[src/rtl/ifu_fetch_buf_pkg.sv]
// Shared IF->ID definitions: zip layout and entry payload used by the fetch buffer and ID.
package ifu_fetch_buf_pkg;

    localparam int unsigned IF2ID_LEN    = 65;
    localparam int unsigned ZIP_PC_LSB   = 0;
    localparam int unsigned ZIP_INST_LSB = 32;
    localparam int unsigned ZIP_ADEF_BIT = 64;

    typedef struct packed {
        logic        adef;
        logic [31:0] inst;
        logic [31:0] pc;
    } if2id_zip_t;

endpackage

[src/rtl/ifu_ibuf.sv]
// In-order fetch entry FIFO: allocate at tail, fill the oldest unfilled entry, pop at head.
module ifu_ibuf
    import ifu_fetch_buf_pkg::*;
#(
    parameter int unsigned DEPTH = 4,
    parameter int unsigned CNT_W = 3
) (
    input  logic             clk,
    input  logic             resetn,
    input  logic             clear,
    input  logic             alloc,
    input  logic             alloc_adef,
    input  logic [31:0]      alloc_pc,
    input  logic             fill,
    input  logic [31:0]      fill_data,
    input  logic             pop,
    output logic             full_c,
    output logic             head_vld_c,
    output if2id_zip_t       head_c,
    output logic [CNT_W-1:0] pend_cnt
);

    localparam int unsigned PTR_W = $clog2(DEPTH);

    logic [PTR_W-1:0] head_q, head_d;
    logic [PTR_W-1:0] tail_q, tail_d;
    logic [CNT_W-1:0] count_q, count_d;
    logic [CNT_W-1:0] pend_q, pend_d;
    if2id_zip_t       ent_q [DEPTH];
    if2id_zip_t       ent_d [DEPTH];
    logic [PTR_W-1:0] fill_idx;
    logic             fill_en;

    // Filled entries always precede unfilled ones, so the oldest unfilled sits right after them.
    assign fill_idx = head_q + PTR_W'(count_q - pend_q);
    assign fill_en  = fill && (pend_q != '0);

    always_comb begin
        head_d  = head_q;
        tail_d  = tail_q;
        count_d = count_q;
        pend_d  = pend_q;
        ent_d   = ent_q;
        if (alloc) begin
            ent_d[tail_q] = '{adef: alloc_adef, inst: 32'h0, pc: alloc_pc};
            tail_d        = tail_q + PTR_W'(1);
        end
        if (fill_en) begin
            ent_d[fill_idx].inst = fill_data;
        end
        if (pop) begin
            head_d = head_q + PTR_W'(1);
        end
        count_d = count_q + CNT_W'(alloc) - CNT_W'(pop);
        pend_d  = pend_q + CNT_W'(alloc && !alloc_adef) - CNT_W'(fill_en);
        if (clear) begin
            head_d  = '0;
            tail_d  = '0;
            count_d = '0;
            pend_d  = '0;
        end
    end

    always_ff @(posedge clk) begin
        if (!resetn) begin
            head_q  <= '0;
            tail_q  <= '0;
            count_q <= '0;
            pend_q  <= '0;
        end else begin
            head_q  <= head_d;
            tail_q  <= tail_d;
            count_q <= count_d;
            pend_q  <= pend_d;
        end
    end

    // Payload storage carries no reset; validity is tracked by the counters.
    always_ff @(posedge clk) begin
        ent_q <= ent_d;
    end

    assign full_c     = (count_q == CNT_W'(DEPTH));
    assign head_vld_c = (count_q != pend_q);
    assign head_c     = ent_q[head_q];
    assign pend_cnt   = pend_q;

endmodule

[src/rtl/ifu_fetch_buf.sv]
// Instruction fetch stage: PC generation, redirect cancellation of in-flight responses, ADEF handling.
module ifu_fetch_buf
    import ifu_fetch_buf_pkg::*;
#(
    parameter logic [31:0] RESET_PC   = 32'h1c00_0000,
    parameter int unsigned IBUF_DEPTH = 4,
    parameter int unsigned CNT_W      = 3
) (
    input  logic                 clk,
    input  logic                 resetn,
    input  logic                 flush,
    input  logic [31:0]          flush_target,
    input  logic                 br_taken,
    input  logic [31:0]          br_target,
    output logic                 inst_req,
    output logic [31:0]          inst_addr,
    input  logic                 inst_addr_ok,
    input  logic                 inst_data_ok,
    input  logic [31:0]          inst_rdata,
    input  logic                 id_allowin,
    output logic                 if_to_id_valid,
    output logic [IF2ID_LEN-1:0] if_to_id_zip
);

    logic [31:0]      fetch_pc_q, fetch_pc_d;
    logic [CNT_W-1:0] cancel_q, cancel_d;
    logic             adef_pend_q, adef_pend_d;

    logic             redirect;
    logic             pc_misalign;
    logic             hs;
    logic             adef_alloc;
    logic             fill;
    logic             pop;
    logic             full;
    logic             head_vld;
    logic [CNT_W-1:0] pend_cnt;
    if2id_zip_t       head;

    assign redirect    = flush | br_taken;
    assign pc_misalign = (fetch_pc_q[1:0] != 2'b00);
    assign inst_req    = resetn & ~full & ~pc_misalign & ~adef_pend_q & ~redirect;
    assign inst_addr   = fetch_pc_q;
    assign hs          = inst_req & inst_addr_ok;
    assign adef_alloc  = resetn & ~full & pc_misalign & ~adef_pend_q & ~redirect;
    assign fill        = inst_data_ok & (cancel_q == '0) & ~redirect;

    assign if_to_id_valid = resetn & head_vld;
    assign pop            = if_to_id_valid & id_allowin;
    assign if_to_id_zip   = head;

    always_comb begin
        fetch_pc_d  = fetch_pc_q;
        cancel_d    = cancel_q;
        adef_pend_d = adef_pend_q;
        if (flush) begin
            fetch_pc_d = flush_target;
        end else if (br_taken) begin
            fetch_pc_d = br_target;
        end else if (hs) begin
            fetch_pc_d = fetch_pc_q + 32'd4;
        end
        // A redirect orphans every unfilled entry; a response landing this cycle is already one of them.
        if (redirect) begin
            adef_pend_d = 1'b0;
            if (cancel_q != '0) begin
                cancel_d = cancel_q - CNT_W'(inst_data_ok) + pend_cnt;
            end else if (inst_data_ok && (pend_cnt != '0)) begin
                cancel_d = pend_cnt - CNT_W'(1);
            end else begin
                cancel_d = pend_cnt;
            end
        end else begin
            if (adef_alloc) begin
                adef_pend_d = 1'b1;
            end
            if (inst_data_ok && (cancel_q != '0)) begin
                cancel_d = cancel_q - CNT_W'(1);
            end
        end
    end

    always_ff @(posedge clk) begin
        if (!resetn) begin
            fetch_pc_q  <= RESET_PC;
            cancel_q    <= '0;
            adef_pend_q <= 1'b0;
        end else begin
            fetch_pc_q  <= fetch_pc_d;
            cancel_q    <= cancel_d;
            adef_pend_q <= adef_pend_d;
        end
    end

    ifu_ibuf #(
        .DEPTH (IBUF_DEPTH),
        .CNT_W (CNT_W)
    ) u_ibuf (
        .clk        (clk),
        .resetn     (resetn),
        .clear      (redirect),
        .alloc      (hs | adef_alloc),
        .alloc_adef (adef_alloc),
        .alloc_pc   (fetch_pc_q),
        .fill       (fill),
        .fill_data  (inst_rdata),
        .pop        (pop),
        .full_c     (full),
        .head_vld_c (head_vld),
        .head_c     (head),
        .pend_cnt   (pend_cnt)
    );

endmodule

[config.mk]
export PLATFORM = sky130hd
export DESIGN_NAME = ifu_fetch_buf
export DESIGN_NICKNAME = d
export VERILOG_FILES = /design/src/rtl/ifu_fetch_buf_pkg.sv /design/src/rtl/ifu_ibuf.sv /design/src/rtl/ifu_fetch_buf.sv
export SDC_FILE = /design/constraint.sdc
export NUM_CORES = 1
export LEC_CHECK = 0
export CAP_MARGIN = 20
export CORE_AREA = 2 2 221 180
export DETAILED_ROUTE_END_ITERATION = 16
export DIE_AREA = 0 0 223 182
export MAX_ROUTING_LAYER = met4
export PLACE_DENSITY = 0.62
export SLEW_MARGIN = 20
export SYNTH_ARGS = -nofsm -noshare
export SYNTH_HDL_FRONTEND = slang
export SYNTH_SLANG_ARGS = --single-unit
[constraint.sdc]
create_clock -name clk -period 5.8 [get_ports clk]
set_input_delay 0.87 -clock clk [delete_from_list [all_inputs] [get_ports clk]]
set_output_delay 0.87 -clock clk [all_outputs]
set_load 0.02 [all_outputs]
==> metrics.md <==
| Metric | Value |
|---|---|
| Gpl congestion | 0.881 |
| FFs w/ async S/R, synth | 0 |
| Die Wd | 223 um |
| M2 GR Usage | 0.299 |
| Critical path buffers and inverters | 3 |
| Worst-case reg-to-reg path depth | 9 |
| DR vias/cell | 5.27 |
| # DRC | 0 |
| GRT met1 Usage | 0.259 |
| Io pins | 202 |
| H-tree depth | 1 |
| Leakage power total | 6.00 nW |
| Initial DRC Count | 882 |
| Post-synth top area share | 0.298 |
| Fin crit share | 0.760 |
| Worst path most repeated cell | clkdlybuf4s50_1 |
| CTS buffer count | 31 |
| Core Area | 38600 um^2 |
| CTS tree | yes |
| Worst Hold Class | flop to flop |
| Synth top cells by count | nand2_1, dfxtp_1, edfxtp_1 |
| Top Usage Layer GRT | met2 |
| Die area | 40600 um^2 |
| Global router's overall resource usage | 0.192 |
| RSZ-0062 raised after global routing | false |
| Starting Density | 0.344 |
| Postcts setup bufs | 0 |
| First-pass GRT wire length | 58600 um |
| TritonCTS Sinks | 306 |
| Synthesis Warnings | 0 |
| CP Max Fanout | 29 |
| Final Non-Filler Cells | 1914 |
| Cts repair resizes | 0 |
| Min Tclk post-route | 4.41 ns |
| Worst skew pair latency | 0.57 ns |
| TNS Setup | 0 ns |
| Most common cell in the synthesized netlist | nand2_1 |
| Die height | 182 um |
| Hold Buf Count CTS | 0 |
| CP startpoint kind | input pin |
| Critical path depth | 6 |
| Via Count | 10100 |
| Worst path max stage delay | 0.66 ns |
| Share of layout cells above drive strength 1 | 0.108 |
| CP cell instances | clkdlybuf4s50_1 > buf_4 > or3b_1 > or3_1 > nor3_1 > clkdlybuf4s50_1 |
| Reg clk slew, reported paths | 0.06 ns |
| Top Family by Delay on Critical Path | buffers and inverters |
| Max Cap Viol | 0 |
| Total grt overflow | 0 |
| Pwr dens | 284 nW/um^2 |
| EDFF count, synth | 132 |
| Port Buffer Count | 201 |
| CP max stage cell | clkdlybuf4s50_1 |
| Area Growth Syn to Fin | 26.6% |
| DR WL/cell | 19.9 um |
| Peak VDD IR | 0.229 mV |
| Met3 Use GR | 0.0369 |
| Synth Flop Type | dfxtp_1 |
| Gate Count Post-Synth | 1206 |
| Clk root buf | clkbuf_16 |
| Status | completed |
| Max Root-Sink Buffers | 3 |
| Setup Viol. Count Final | 0 |
| Post-synth top area cell | edfxtp_1 |
| Fin Clk Skew | 0.0119 ns |
| Worst EP required | 4.93 ns |
| WS Path Type | input pin to primary output |
| Dpl cell area | 15800 um^2 |
| Post-synth cell types | 67 |
| Largest net degree at the start of global routing | 65 |
| Synth Net Count | 1330 |
| Worst-Margin Slew | 0.926 ns |
| Design Area, Final | 16800 um^2 |
| Synth top area cells | edfxtp_1, dfxtp_1, mux4_2, nand2_1, nand3_1 |
| Number of synthesized register bits | 306 |
| WHS Path Cells | 2 |
| Post-synthesis sequential area ratio | 0.560 |
| DRT Pass-1 Iters | 5 |
| Antenna viol nets, final | 0 |
| Placed Instances | 1855 |
| Row Count | 65 |
| Total power | 0.00478 W |
| Final hold vios | 0 |
| Post-Syn Area | 13300 um^2 |
| Slew HR | 0.381 |
| Initial antenna violation count | 1 |
| Slew Viols, Final | 0 |
| Avg Cell Area, Syn | 11.0 um^2 |
| Critical path capture point type | primary output |
| Fmax | 227 MHz |
| Final WL | 38000 um |
| Fin nets | 1510 |
| Post-DP HPWL | 23800 um |
| Vias in the first global route | 9919 |
| Critical path arrival | 3.54 ns |
==> cell families after synthesis <==
family,count (synthesis),synth area share
buffers and inverters,104,0.0312
flip-flops,306,0.560
multiplexers,76,0.118
AND/OR/NAND/NOR,488,0.165
adder cells (fa/ha/maj),21,0.0214
AO/OA/AOI/OAI,186,0.0869
XOR/XNOR,25,0.0176
==> final cells by class <==
| type | count | area, um^2 |
|---|---|---|
| Fill cell | 3602 | 21800 |
| Inverter | 27 | 101 |
| Timing Repair Buffer | 224 | 2180 |
| Clock inverter | 11 | 114 |
| Clock buffer | 47 | 906 |
| Antenna cell | 1 | 2.50 |
| Tap cell | 502 | 628 |
| Multi-Input combinational cell | 796 | 5460 |
| Sequential cell | 306 | 7450 |
==> power by group <==
part	leakage [nW]	total (W)	switching [W]	internal [W]
clock	0.501	0.00201	0.000843	0.00116
combinational	2.88	0.000405	0.000204	0.000202
sequential	2.62	0.00237	0.0000716	0.00230
==> cells in the final DEF, fill, tap and decap left out, types with 6 or more instances in the layout <==
master / instances
nor4_1: 7
nor3_1: 11
clkbuf_8: 7
clkbuf_1: 9
clkbuf_16: 31
buf_4: 23
and3_1: 10
o211ai_1: 6
xor2_1: 10
a21oi_1: 34
nand2b_1: 6
clkdlybuf4s50_1: 201
ha_1: 18
inv_1: 25
nand2_1: 292
a31oi_1: 6
nand3_1: 80
nor2_1: 39
o21ai_1: 19
nand4_1: 11
edfxtp_1: 132
a211oi_1: 8
o21ai_0: 65
dfxtp_1: 172
mux4_2: 65
mux2i_1: 10
xnor2_1: 14
==> routing by layer <==
metal  wire [um]  share of wire
met1       16900           0.44
met2       17400           0.46
met3        2780          0.073
met4         907          0.024
met5           0              0
==> worst reg2reg max path, cell delays in order, from the launching register on <==
cell and delay [ns]:
dfxtp_4 0.85, inv_1 0.11, ha_1 0.29, inv_1 0.05
ha_1 0.13, xor3_1 0.26, xnor2_1 0.21, nor3b_4 0.21
buf_4 0.52, o21ai_0 0.26
==> worst paths after layout <==
check,slack [ns],from,end
worst max-delay path,1.39,resetn,inst_req
worst min-delay path,0.45,u_ibuf.ent_q[128],u_ibuf.ent_q[128]
worst max register to register,2.74,u_ibuf.head_q[0],u_ibuf.ent_q[113]
worst min register to register,0.45,u_ibuf.ent_q[128],u_ibuf.ent_q[128]
==> through the flow <==
step | hold slack [ns] | setup slack, ns | util
3_3_place_gp | 0.433 | 1.36 | 0.410
4_1_cts | 0.450 | 1.35 | 0.436
3_5_place_dp | 0.440 | 1.35 | 0.410
2_1_floorplan | 0.425 | 2.47 | -
5_1_grt | 0.468 | 1.27 | 0.436
6_report | 0.451 | 1.39 | 0.436
(Power assumes the default switching activity.)
